`src/rtl/decoder_scan_sequencer_if.sv`:
```
// Scan request / decoder drive bundle for decoder_scan_sequencer.
// Optional SCAN_MASK_EN adds the per-frame line mask input.
interface decoder_scan_sequencer_if #(
    parameter int DWELL_W = 16
);
    logic               enable_i;
    logic               oneshot_i;
    logic [DWELL_W-1:0] dwell_i;
`ifdef SCAN_MASK_EN
    logic [7:0]         mask_i;
`endif
    logic               select_a_o;
    logic               select_b_o;
    logic               select_c_o;
    logic               g1_o;
    logic               g2a_n_o;
    logic               g2b_n_o;
    logic [2:0]         line_o;
    logic               busy_o;
    logic               frame_done_o;

    modport master (
        input  enable_i, oneshot_i, dwell_i,
`ifdef SCAN_MASK_EN
        input  mask_i,
`endif
        output select_a_o, select_b_o, select_c_o,
        output g1_o, g2a_n_o, g2b_n_o,
        output line_o, busy_o, frame_done_o
    );

    modport slave (
        output enable_i, oneshot_i, dwell_i,
`ifdef SCAN_MASK_EN
        output mask_i,
`endif
        input  select_a_o, select_b_o, select_c_o,
        input  g1_o, g2a_n_o, g2b_n_o,
        input  line_o, busy_o, frame_done_o
    );
endinterface

```
`src/rtl/decoder_scan_sequencer.sv`:
```
// Break-before-make line scanner driving a 3-to-8 active-low decoder.
// Define SCAN_MASK_EN to add per-frame line skipping via mask_i.
module decoder_scan_sequencer #(
    parameter int DWELL_W      = 16,
    parameter int BLANK_CYCLES = 2
) (
    input logic                      clk_i,
    input logic                      rst_n_i,
    decoder_scan_sequencer_if.master bus
);
    typedef enum logic [1:0] {IDLE, BLANK, ACTIVE} state_e;

    localparam logic [3:0] BLANK_LOAD = 4'(BLANK_CYCLES - 1);

    state_e             state_q, state_d;
    logic [2:0]         line_q, line_d;
    logic [3:0]         blank_q, blank_d;
    logic [DWELL_W-1:0] dwell_q, dwell_d;
    logic               cont_q, cont_d;
    logic [7:0]         mask_q, mask_d;
    logic               en_q, en_d;
    logic               busy_q, busy_d;
    logic               done_q, done_d;
    logic [7:0]         mask_in;

`ifdef SCAN_MASK_EN
    assign mask_in = bus.mask_i;
`else
    assign mask_in = 8'hFF;
`endif

    function automatic logic [2:0] first_line(input logic [7:0] m);
        first_line = 3'd0;
        for (int i = 7; i >= 0; i--)
            if (m[i]) first_line = 3'(i);
    endfunction

    function automatic logic [2:0] next_line(input logic [7:0] m,
                                             input logic [2:0] l);
        next_line = l;
        for (int i = 7; i >= 0; i--)
            if (m[i] && i > int'(l)) next_line = 3'(i);
    endfunction

    function automatic logic has_next(input logic [7:0] m,
                                      input logic [2:0] l);
        has_next = 1'b0;
        for (int i = 0; i < 8; i++)
            if (m[i] && i > int'(l)) has_next = 1'b1;
    endfunction

    always_comb begin
        state_d = state_q;
        line_d  = line_q;
        blank_d = blank_q;
        dwell_d = dwell_q;
        cont_d  = cont_q;
        mask_d  = mask_q;
        done_d  = 1'b0;
        unique case (state_q)
            IDLE: begin
                if ((bus.enable_i || bus.oneshot_i) && (|mask_in)) begin
                    state_d = BLANK;
                    line_d  = first_line(mask_in);
                    mask_d  = mask_in;
                    cont_d  = bus.enable_i;
                    blank_d = BLANK_LOAD;
                end
            end
            BLANK: begin
                if (blank_q == 4'd0) begin
                    state_d = ACTIVE;
                    dwell_d = (bus.dwell_i == '0) ? '0
                            : bus.dwell_i - DWELL_W'(1);
                end else begin
                    blank_d = blank_q - 4'd1;
                end
            end
            ACTIVE: begin
                if (dwell_q != '0) begin
                    dwell_d = dwell_q - DWELL_W'(1);
                end else if (has_next(mask_q, line_q)) begin
                    state_d = BLANK;
                    line_d  = next_line(mask_q, line_q);
                    blank_d = BLANK_LOAD;
                end else begin
                    // Frame end: wrap only while continuous scan is still requested.
                    done_d = 1'b1;
                    if (cont_q && bus.enable_i && (|mask_in)) begin
                        state_d = BLANK;
                        line_d  = first_line(mask_in);
                        mask_d  = mask_in;
                        blank_d = BLANK_LOAD;
                    end else begin
                        state_d = IDLE;
                    end
                end
            end
            default: state_d = IDLE;
        endcase
        en_d   = (state_d == ACTIVE);
        busy_d = (state_d != IDLE);
    end

    always_ff @(posedge clk_i or negedge rst_n_i) begin
        if (!rst_n_i) begin
            state_q <= IDLE;
            line_q  <= 3'd0;
            blank_q <= 4'd0;
            dwell_q <= '0;
            cont_q  <= 1'b0;
            mask_q  <= 8'hFF;
            en_q    <= 1'b0;
            busy_q  <= 1'b0;
            done_q  <= 1'b0;
        end else begin
            state_q <= state_d;
            line_q  <= line_d;
            blank_q <= blank_d;
            dwell_q <= dwell_d;
            cont_q  <= cont_d;
            mask_q  <= mask_d;
            en_q    <= en_d;
            busy_q  <= busy_d;
            done_q  <= done_d;
        end
    end

    assign bus.select_a_o   = line_q[0];
    assign bus.select_b_o   = line_q[1];
    assign bus.select_c_o   = line_q[2];
    assign bus.line_o       = line_q;
    assign bus.g1_o         = en_q;
    assign bus.g2a_n_o      = ~en_q;
    assign bus.g2b_n_o      = ~en_q;
    assign bus.busy_o       = busy_q;
    assign bus.frame_done_o = done_q;
endmodule
```
`src/flat_wrapper.sv`:
```
// flat-port wrapper written by rule: the top's interface ports become plain ports
module decoder_scan_sequencer_flat 
#(
    parameter int DWELL_W      = 16,
    parameter int BLANK_CYCLES = 2
)
  (clk_i, rst_n_i, bus_enable_i, bus_oneshot_i, bus_dwell_i, bus_select_a_o, bus_select_b_o, bus_select_c_o, bus_g1_o, bus_g2a_n_o, bus_g2b_n_o, bus_line_o, bus_busy_o, bus_frame_done_o);
  decoder_scan_sequencer_if #(.DWELL_W(DWELL_W)) bus_i ();
  input logic clk_i;
  input logic rst_n_i;
  input wire logic [$bits(bus_i.enable_i)-1:0] bus_enable_i;
  input wire logic [$bits(bus_i.oneshot_i)-1:0] bus_oneshot_i;
  input wire logic [$bits(bus_i.dwell_i)-1:0] bus_dwell_i;
  output wire logic [$bits(bus_i.select_a_o)-1:0] bus_select_a_o;
  output wire logic [$bits(bus_i.select_b_o)-1:0] bus_select_b_o;
  output wire logic [$bits(bus_i.select_c_o)-1:0] bus_select_c_o;
  output wire logic [$bits(bus_i.g1_o)-1:0] bus_g1_o;
  output wire logic [$bits(bus_i.g2a_n_o)-1:0] bus_g2a_n_o;
  output wire logic [$bits(bus_i.g2b_n_o)-1:0] bus_g2b_n_o;
  output wire logic [$bits(bus_i.line_o)-1:0] bus_line_o;
  output wire logic [$bits(bus_i.busy_o)-1:0] bus_busy_o;
  output wire logic [$bits(bus_i.frame_done_o)-1:0] bus_frame_done_o;
  assign bus_i.enable_i = bus_enable_i;
  assign bus_i.oneshot_i = bus_oneshot_i;
  assign bus_i.dwell_i = bus_dwell_i;
  assign bus_select_a_o = bus_i.select_a_o;
  assign bus_select_b_o = bus_i.select_b_o;
  assign bus_select_c_o = bus_i.select_c_o;
  assign bus_g1_o = bus_i.g1_o;
  assign bus_g2a_n_o = bus_i.g2a_n_o;
  assign bus_g2b_n_o = bus_i.g2b_n_o;
  assign bus_line_o = bus_i.line_o;
  assign bus_busy_o = bus_i.busy_o;
  assign bus_frame_done_o = bus_i.frame_done_o;
  decoder_scan_sequencer #(.DWELL_W(DWELL_W), .BLANK_CYCLES(BLANK_CYCLES)) u_core (.clk_i(clk_i), .rst_n_i(rst_n_i), .bus(bus_i));
endmodule
```
`config.mk`:
```
export PLATFORM = sky130hd
export DESIGN_NAME = decoder_scan_sequencer_flat
export DESIGN_NICKNAME = d
export VERILOG_FILES = /design/src/rtl/decoder_scan_sequencer_if.sv /design/src/rtl/decoder_scan_sequencer.sv /design/src/flat_wrapper.sv
export SDC_FILE = /design/constraint.sdc
export NUM_CORES = 1
export LEC_CHECK = 0
export BUFFER_PORTS_ARGS = -buffer_cell sky130_fd_sc_hd__buf_2
export CAP_MARGIN = 20
export CORE_MARGIN = 4
export CORE_UTILIZATION = 63
export DETAILED_ROUTE_END_ITERATION = 12
export PLACE_DENSITY = 0.88
export SLEW_MARGIN = 0
export SYNTH_ARGS = -nofsm -noshare
export SYNTH_HDL_FRONTEND = slang
export SYNTH_SLANG_ARGS = --single-unit
```
`constraint.sdc`:
```
create_clock -name clk_i -period 4.1 [get_ports clk_i]
set_clock_uncertainty 0.05 [all_clocks]
set_input_delay 0.82 -clock clk_i [delete_from_list [all_inputs] [get_ports clk_i]]
set_output_delay 0.82 -clock clk_i [all_outputs]
set_load 0.01 [all_outputs]
```
=== Word-level counts from Yosys, hierarchy flattened ===
Cells that the tools add are included.

* Register bits after elaboration: 37
* Output and inout port bits: 11
* Word-level logic and storage cells: 99

* Add/sub/neg operators: 3
* Order comparisons: 7
* Eq/ne operators: 12
* Mux-type cells: 45
* Bitwise operators: 1
* Reductions and logical operators: 22

{| class="wikitable"
|+ Operator list
! cell !! count
|-
| $mux 16 || 3
|-
| $mux 3 || 11
|-
| $mux 8 || 4
|-
| $pmux 16 s2 || 1
|-
| $sub 16x1->16 const B || 2
|-
| $mux 4 || 5
|-
| $logic_not 16->1 || 1
|-
| $pmux 8 s2 || 1
|-
| $reduce_bool 16->1 || 1
|-
| $reduce_and 5->1 || 3
|-
| $mux 1 || 13
|-
| $gt 3x3->1 const A || 4
|-
| $pmux 4 s3 || 1
|-
| $ne 9x2->1 const B || 1
|-
| $logic_and 1x1->1 || 8
|-
| $mux 2 || 4
|-
| $ne 2x1->1 const B || 4
|-
| $gt 2x3->1 const A || 2
|-
| $ne 2x2->1 const B || 3
|-
| $pmux 2 s3 || 1
|-
| $pmux 3 s2 || 1
|-
| $reduce_bool 2->1 || 3
|-
| $eq 2x2->1 const B || 2
|-
| $logic_not 4->1 || 1
|-
| 10 further kinds || 10
|}

=== Logic depth before layout (Yosys ltp) ===
Gate-level depths: netlist of run 1.

* Depth in word-level cells: 15
* Mapped depth: 9
* Mapped depth without buffers: 7

=== Worst setup path after synthesis of run 1 ===
No wires, ideal clock.

* Path type: in2reg
* Start: in bus_dwell_i[9]
* End: reg u_core.dwell_q[3]
* Setup time: 0.126 ns
* Arrival time: 2.065 ns
* Data required time: 3.924 ns
* Path slack: 1.859 ns
* Cell stages on the path: 5
* Buffers on the path: 0
* Path through: nor4_2 and4b_1 a211o_1 a21oi_1 a221o_1

* Longest elaborated chain between the ends: 4

{| class="wikitable"
|+ RTL lines
! what !! line !! source
|-
| start, declared || flat_wrapper.sv:13 || <nowiki>input wire logic [$bits(bus_i.dwell_i)-1:0] bus_dwell_i;</nowiki>
|-
| $logic_not 16->1 || decoder_scan_sequencer.sv:73 || <nowiki>dwell_d = (bus.dwell_i == '0) ? '0</nowiki>
|-
| $mux 16 || decoder_scan_sequencer.sv:73 ||
|-
| $mux 16 || decoder_scan_sequencer.sv:71 || <nowiki>if (blank_q == 4'd0) begin</nowiki>
|-
| $pmux 16 s2 || decoder_scan_sequencer.sv:60 || <nowiki>unique case (state_q)</nowiki>
|-
| end signal, assigned || decoder_scan_sequencer.sv:120 || <nowiki>dwell_q <= dwell_d;</nowiki>
|-
| end, declared || decoder_scan_sequencer.sv:18 || <nowiki>logic [DWELL_W-1:0] dwell_q, dwell_d;</nowiki>
|}

No other way between the ends. The select of a mux whose other input is x is not followed.
A chain may end at the register's enable or synchronous reset.

=== Worst setup path after layout of run 1 ===
* Start: reg u_core.state_q[0]
* End: reg u_core.blank_q[1]

* Longest elaborated chain between the ends: 3
* Elaborated cells on any way between the ends: 10

{| class="wikitable"
|+ RTL lines
! what !! line !! source
|-
| start, declared || decoder_scan_sequencer.sv:15 || <nowiki>state_e state_q, state_d;</nowiki>
|-
| start signal, assigned || decoder_scan_sequencer.sv:117 || <nowiki>state_q <= state_d;</nowiki>
|-
| $eq 2x2->1, or another cell as far along || decoder_scan_sequencer.sv:60 ||
|-
| $ne 3x1->1 (no line), or another cell as far along || - ||
|-
| $reduce_and 5->1 (no line) || - ||
|-
| end signal, assigned || decoder_scan_sequencer.sv:119 || <nowiki>blank_q <= blank_d;</nowiki>
|-
| end, declared || decoder_scan_sequencer.sv:17 || <nowiki>logic [3:0] blank_q, blank_d;</nowiki>
|}

Several ways; a longest one is shown, not always the timed one.

==> results of run 1 <==
## final timing paths
path / cells after the start / endpoint / slack (ps)
worst max-delay path: 7 / u_core.blank_q[1] / 1140
worst min-delay path: 1 / u_core.cont_q / 460
worst max register to register: 7 / u_core.blank_q[1] / 1140
worst min register to register: 1 / u_core.cont_q / 460
max in group asynchronous: 1 / u_core.dwell_q[0] / 3070
min in group asynchronous: 1 / u_core.dwell_q[8] / 510
## state kept, by name, summed over array words and instances, names as in the netlist
register                 flops
u_core.bus.frame_done_o      1
u_core.blank_q               4
u_core.bus.line_o            3
u_core.dwell_q              16
u_core.state_q               2
u_core.bus.busy_o            1
u_core.bus.g1_o              1
u_core.cont_q                1
## cells in the final DEF, fill, tap and decap left out, drive strengths merged, types with 4 or more instances in the layout
master,netlist,layout
a211o,5,5
a21oi,10,10
a22oi,4,4
a31oi,5,5
buf,5,31
clkbuf,9,7
dfrtp,29,29
ha,10,10
inv,12,12
mux2i,4,4
nand2,24,24
nand3,12,12
nand4,7,7
nor2,21,21
nor3,9,9
nor4,6,6
o21ai,20,20
o311ai,4,4
o31ai,4,4
or3,4,4
xnor2,6,6
xor2,4,4
## report_power, final
part / internal, mW / switching, mW
clock network: 0.152 / 0.114
logic: 0.381 / 0.595
registers: 0.410 / 0.150
## cells by family after synthesis
kind of cell             count (synthesis)
AO/OA/AOI/OAI                           83
XOR/XNOR                                10
adder cells (fa/ha/maj)                 10
buffers and inverters                   27
flip-flops                              29
multiplexers                             5
AND/OR/NAND/NOR                        104
## final cells by class
| type | count | area (µm²) |
|---|---|---|
| fillers | 289 | 886 |
| repair buffers | 31 | 158 |
| multi-input cells | 212 | 1490 |
| clock buffers | 7 | 96.3 |
| flip-flops and latches | 29 | 726 |
| well taps | 46 | 57.6 |
| inverters | 13 | 48.8 |
| clock inverters | 1 | 5.00 |
## per-layer routing
layer	part of all wire, %	GRT usage (%)
met5	0	0
met4	1.3	8.03
met2	43	41.2
met3	8.5	4.38
met1	47	39.0
## metrics by stage
| step | cell area [µm²] | power (mW) |
|---|---|---|
| after floorplan | 2340 | 1.27 |
| after detailed placement | 2480 | 1.51 |
| after CTS | 2580 | 1.78 |
| after global placement | 2480 | 1.48 |
| after global routing | 2580 | 1.95 |
| final | 2580 | 1.80 |
==> run metrics, run 1 <==
status completed; First-pass DRT Iterations 5; Hold WS 465 ps; Die Span Y between 60 and 70 µm; Mapped Nets 298; Root Driver clkbuf_8; crit-path max cell delay 740 ps; grt total ovfl 0; initial antenna violation count 0; startpoint class of the critical path flip-flop; Synth Warn # 0; mux cell area share after synthesis about 2.2%; vias in the first global route 2,028; Max Clk Rate roughly 340 MHz; number of routed nets with antenna violations 0; PortBufs 30; Hold Buf Count CTS 0; vias per cell approximately 6.6; wire length per cell around 17 µm; area leader, netlist dfrtp_1; synthesized area approximately 0.0023 mm²; Synth Area in Compound Gates between 20% and 30%; CP delay by family, top compound AO/OA/AOI/OAI gates; EDFF count, synth 0; Fin. Hold Viols 0; Slowest-stage cell, CP ha_1; count leader, synth dfrtp_1; register area share after synthesis a little under a third; largest net degree at the start of global routing 30; Clock Pin Slew Worst Setup and Hold Paths 70 ps; GPL Wtd Cong between 0.9 and 1; period utilization 72.3%; Synth Register Bits 29; Avg Inst Size Synth 8.74 µm²; PostCTS Resize Cnt 0; Initial Util between 60% and 70%; fin nets 322; post-synthesis cell count approximately 270; layout cells sized above 1 17.7%; pwr dens between 600 and 700 mW/mm²; final WL between 5 and 6 mm; Clock Path Buffers 2; synth cell count leaders dfrtp_1 (29), nand2_1 (24), nor2_1 (21); CP Capture Type flip-flop; LEAKAGE ~1.1 nW; clock latency on the worst-skew pair between 200 and 300 ps; final std cells w/o fill 339; H-Tree Level Count 2; xor/xnor share of the synthesized area 3.74%; Peak VDD IR between 0.4 and 0.5 mV; Worst Path Required 4220 ps; first-pass GRT wire length roughly 9.6 mm; DRC violations left 0; pre-CTS WS ~1200 ps; Yosys cell types 64; clk sinks 29; minimum clock period between 2000 and 3000 ps; CP Cell Sequence inv_1, ha_1, clkinv_1, o21ai_0, o31a_1, o41ai_2, a22o_1; Buf/Inv on CP 2; Die Wd around 69 µm; Worst Setup Path Type flip-flop to flip-flop; crit path from u_core.state_q[0]; row count 21; Max FO, Critical Path 25; crit path DAT around 3000 ps; combinational family with the most area after synthesis compound AO/OA/AOI/OAI gates; GR Util All Layers a little over a quarter; unrepaired setup endpoints after global routing false; utilization after layout 74.5%; Post-synth ARST share 100%; TritonCTS clock tree yes; P&R area growth vs syn 10.3%; adder-cell share of the synthesized area about 5.3%; Rel. slew slack a little over two fifths; Post-Place Cells between 300 and 400; Hold Crit Class flip-flop to flip-flop; initial DRC count 246; Worst Hold Launch u_core.cont_q; FF-to-FF Start u_core.state_q[0]; setup TNS 0 ps; ys flop type dfrtp_1; total CTS buffers 5; Setup WS post-layout between 1000 and 1500 ps; Max Cap Viol 0; Simple-Gate Fraction of Synth Area 26.0%; Vias 2,237; dpl hpwl between 4 and 5 mm; Least-Margin Pin Slew 875 ps; Core ar. approximately 0.0035 mm²; synth top area cells dfrtp_1 (31%), ha_1 (5.3%), o21ai_0 (3.8%); io pins 31; Final Setup Violations 0; post-synth top area share between 30 and 40%; die area 0.00475 mm²; setup bufs post-CTS 0; Slew Viols, Final 0; n_diodes 0
No activity file was read; power rests on OpenSTA's default activity.
==> run 2, diff against run 1 <==
- CORE_UTILIZATION: 63 -> 52
- PLACE_DENSITY: 0.88 -> 0.78
- clock period: 4.1 -> 2.49 ns (I/O delays scaled with it)
==> run 2 against run 1 <==
First-iteration DRC count down 23%. Hold slack worse by 270 ps. Wire length up 7.6%. Combinational power up 86%. Sequential power up 61%. Total power up 73%. Largest cell class unchanged. Design area up 4.8%. Register-to-register slack worse by 880 ps. Clock power up 49%. Sequential share of layout area down 1.3 points. Utilization down 12 points. Via count up 3.1%.
==> run metrics, run 2 (synthesis results as in run 1) <==
status completed; most frequent cells in the layout buf_2 (30), dfrtp_1 (29), nand2_1 (24); die area approximately 0.0056 mm²; total CTS buffers 5; Fin. Hold Viols 0; Initial Util between 50% and 60%; Rel. slew slack a little under three fifths; busiest layer in global routing met2; GR Layer Usage met3 between 3 and 4%; clk sinks 29; Clock Pin Slew Worst Setup and Hold Paths about 60 ps; TritonCTS clock tree yes; H-Tree Level Count 2; grt total ovfl 0; period utilization 89.8%; Core ar. 0.00435 mm²; Hold Buf Count CTS 0; initial DRC count about 190; total power draw 3.12 mW; Least-Margin Pin Slew approximately 670 ps; Vias around 2,300; minimum clock period about 2200 ps; number of routed nets with antenna violations 0; Final Setup Violations 0; Largest Register u_core.dwell_q; setup bufs post-CTS 0; n_diodes 0; initial antenna violation count 0; Hold Crit Class input pin to asynchronous set/reset pin; largest net degree at the start of global routing 30; Clock Path Buffers 2; Die Wd 75.1 µm; P&R area growth vs syn 15.7%; DRC violations left 0; layout cells sized above 1 a little over a fifth; Root Driver clkbuf_8; wire length per cell around 17 µm; vias per cell between 6 and 7; grt met1 use 34.5%; pwr dens between 1000 and 1500 mW/mm²; unrepaired setup endpoints after global routing false; LEAKAGE around 1.2 nW; startpoint class of the critical path flip-flop; io pins 31; Max FO, Critical Path 5; commonest non-fill, non-tap cell in the layout buf_2; GPL Wtd Cong around 0.9; final WL approximately 6 mm; Peak VDD IR 0.509 mV; First-pass DRT Iterations 4; Slew Viols, Final 0; GR Util All Layers 23.2%; row count 24; Worst Setup Path Type flip-flop to flip-flop; Max Cap Viol 0; Die Span Y between 70 and 80 µm; met2 GRT Util 35.0%; fin nets between 300 and 400; crit path DAT 2350 ps; vias in the first global route 2,129; dpl hpwl 4.53 mm; max reg flops 16; Max Clk Rate approximately 450 MHz; PortBufs 30; first-pass GRT wire length about 10 mm; CP Capture Type flip-flop; clock latency on the worst-skew pair 280 ps; Worst Path Required around 2600 ps; setup TNS 0 ps
run 2: layer usage:
metal	vias to the layer above	share of wire [%]	routed length, µm
met5	-	0	0
met4	0	1.0	63
met3	8	6.5	393
met2	83	45	2740
met1	1103	47	2830
li1	1112	-	-
run 2: layout make-up:
type	instances	area, µm²
clock buffers	7	86.3
well taps	52	65.1
repair buffers	47	290
flip-flops and latches	29	726
fillers	389	1650
inverters	13	48.8
multi-input cells	212	1490
run 2: path summary, 6_finish.rpt:
path	from	to	slack, ps	cells after the start
max	u_core.dwell_q[0]	u_core.dwell_q[3]	260	7
min	rst_n_i	u_core.dwell_q[4]	200	1
max reg2reg	u_core.dwell_q[0]	u_core.dwell_q[3]	260	7
min reg2reg	u_core.cont_q	u_core.cont_q	460	1
max in group asynchronous	rst_n_i	u_core.dwell_q[13]	1750	1
min in group clk_i	bus_enable_i	u_core.cont_q	450	2
run 2: worst max-delay path, stage by stage (launching register included):
cell	delay (ps)
dfrtp_1	420
inv_1	90
ha_1	190
nor2b_1	160
and2_1	160
a2111oi_1	410
mux2_1	360
a221o_1	280
run 2: per-stage QoR:
| step | std cells | instance area [µm²] | setup slack [ps] | hold slack, ps | utilization [%] |
|---|---|---|---|---|---|
| after CTS | 360 | 2710 | 223 | 220 | 62.2 |
| after detailed placement | 353 | 2620 | 249 | 442 | 60.2 |
| after global routing | 360 | 2710 | 61.6 | 255 | 62.2 |
| after floorplan | 268 | 2340 | 250 | 152 | - |
| final | 360 | 2710 | 255 | 197 | 62.2 |
| after global placement | 353 | 2620 | 337 | 441 | 60.2 |
run 2: timing repair:
| action | CTS | global route |
|---|---|---|
| setup endpoints to repair | 0 | 1 |
| gates resized for setup | 0 | 1 |
| hold endpoints to repair | 0 | 0 |
run 2: power by group:
| group | internal, mW | leakage, nW | total (mW) | switching [mW] |
|---|---|---|---|---|
| Clock | 0.219 | 0.0443 | 0.397 | 0.178 |
| Combinational | 0.785 | 0.761 | 1.82 | 1.04 |
| Sequential | 0.675 | 0.364 | 0.903 | 0.228 |
| Total | 1.68 | 1.17 | 3.12 | 1.44 |
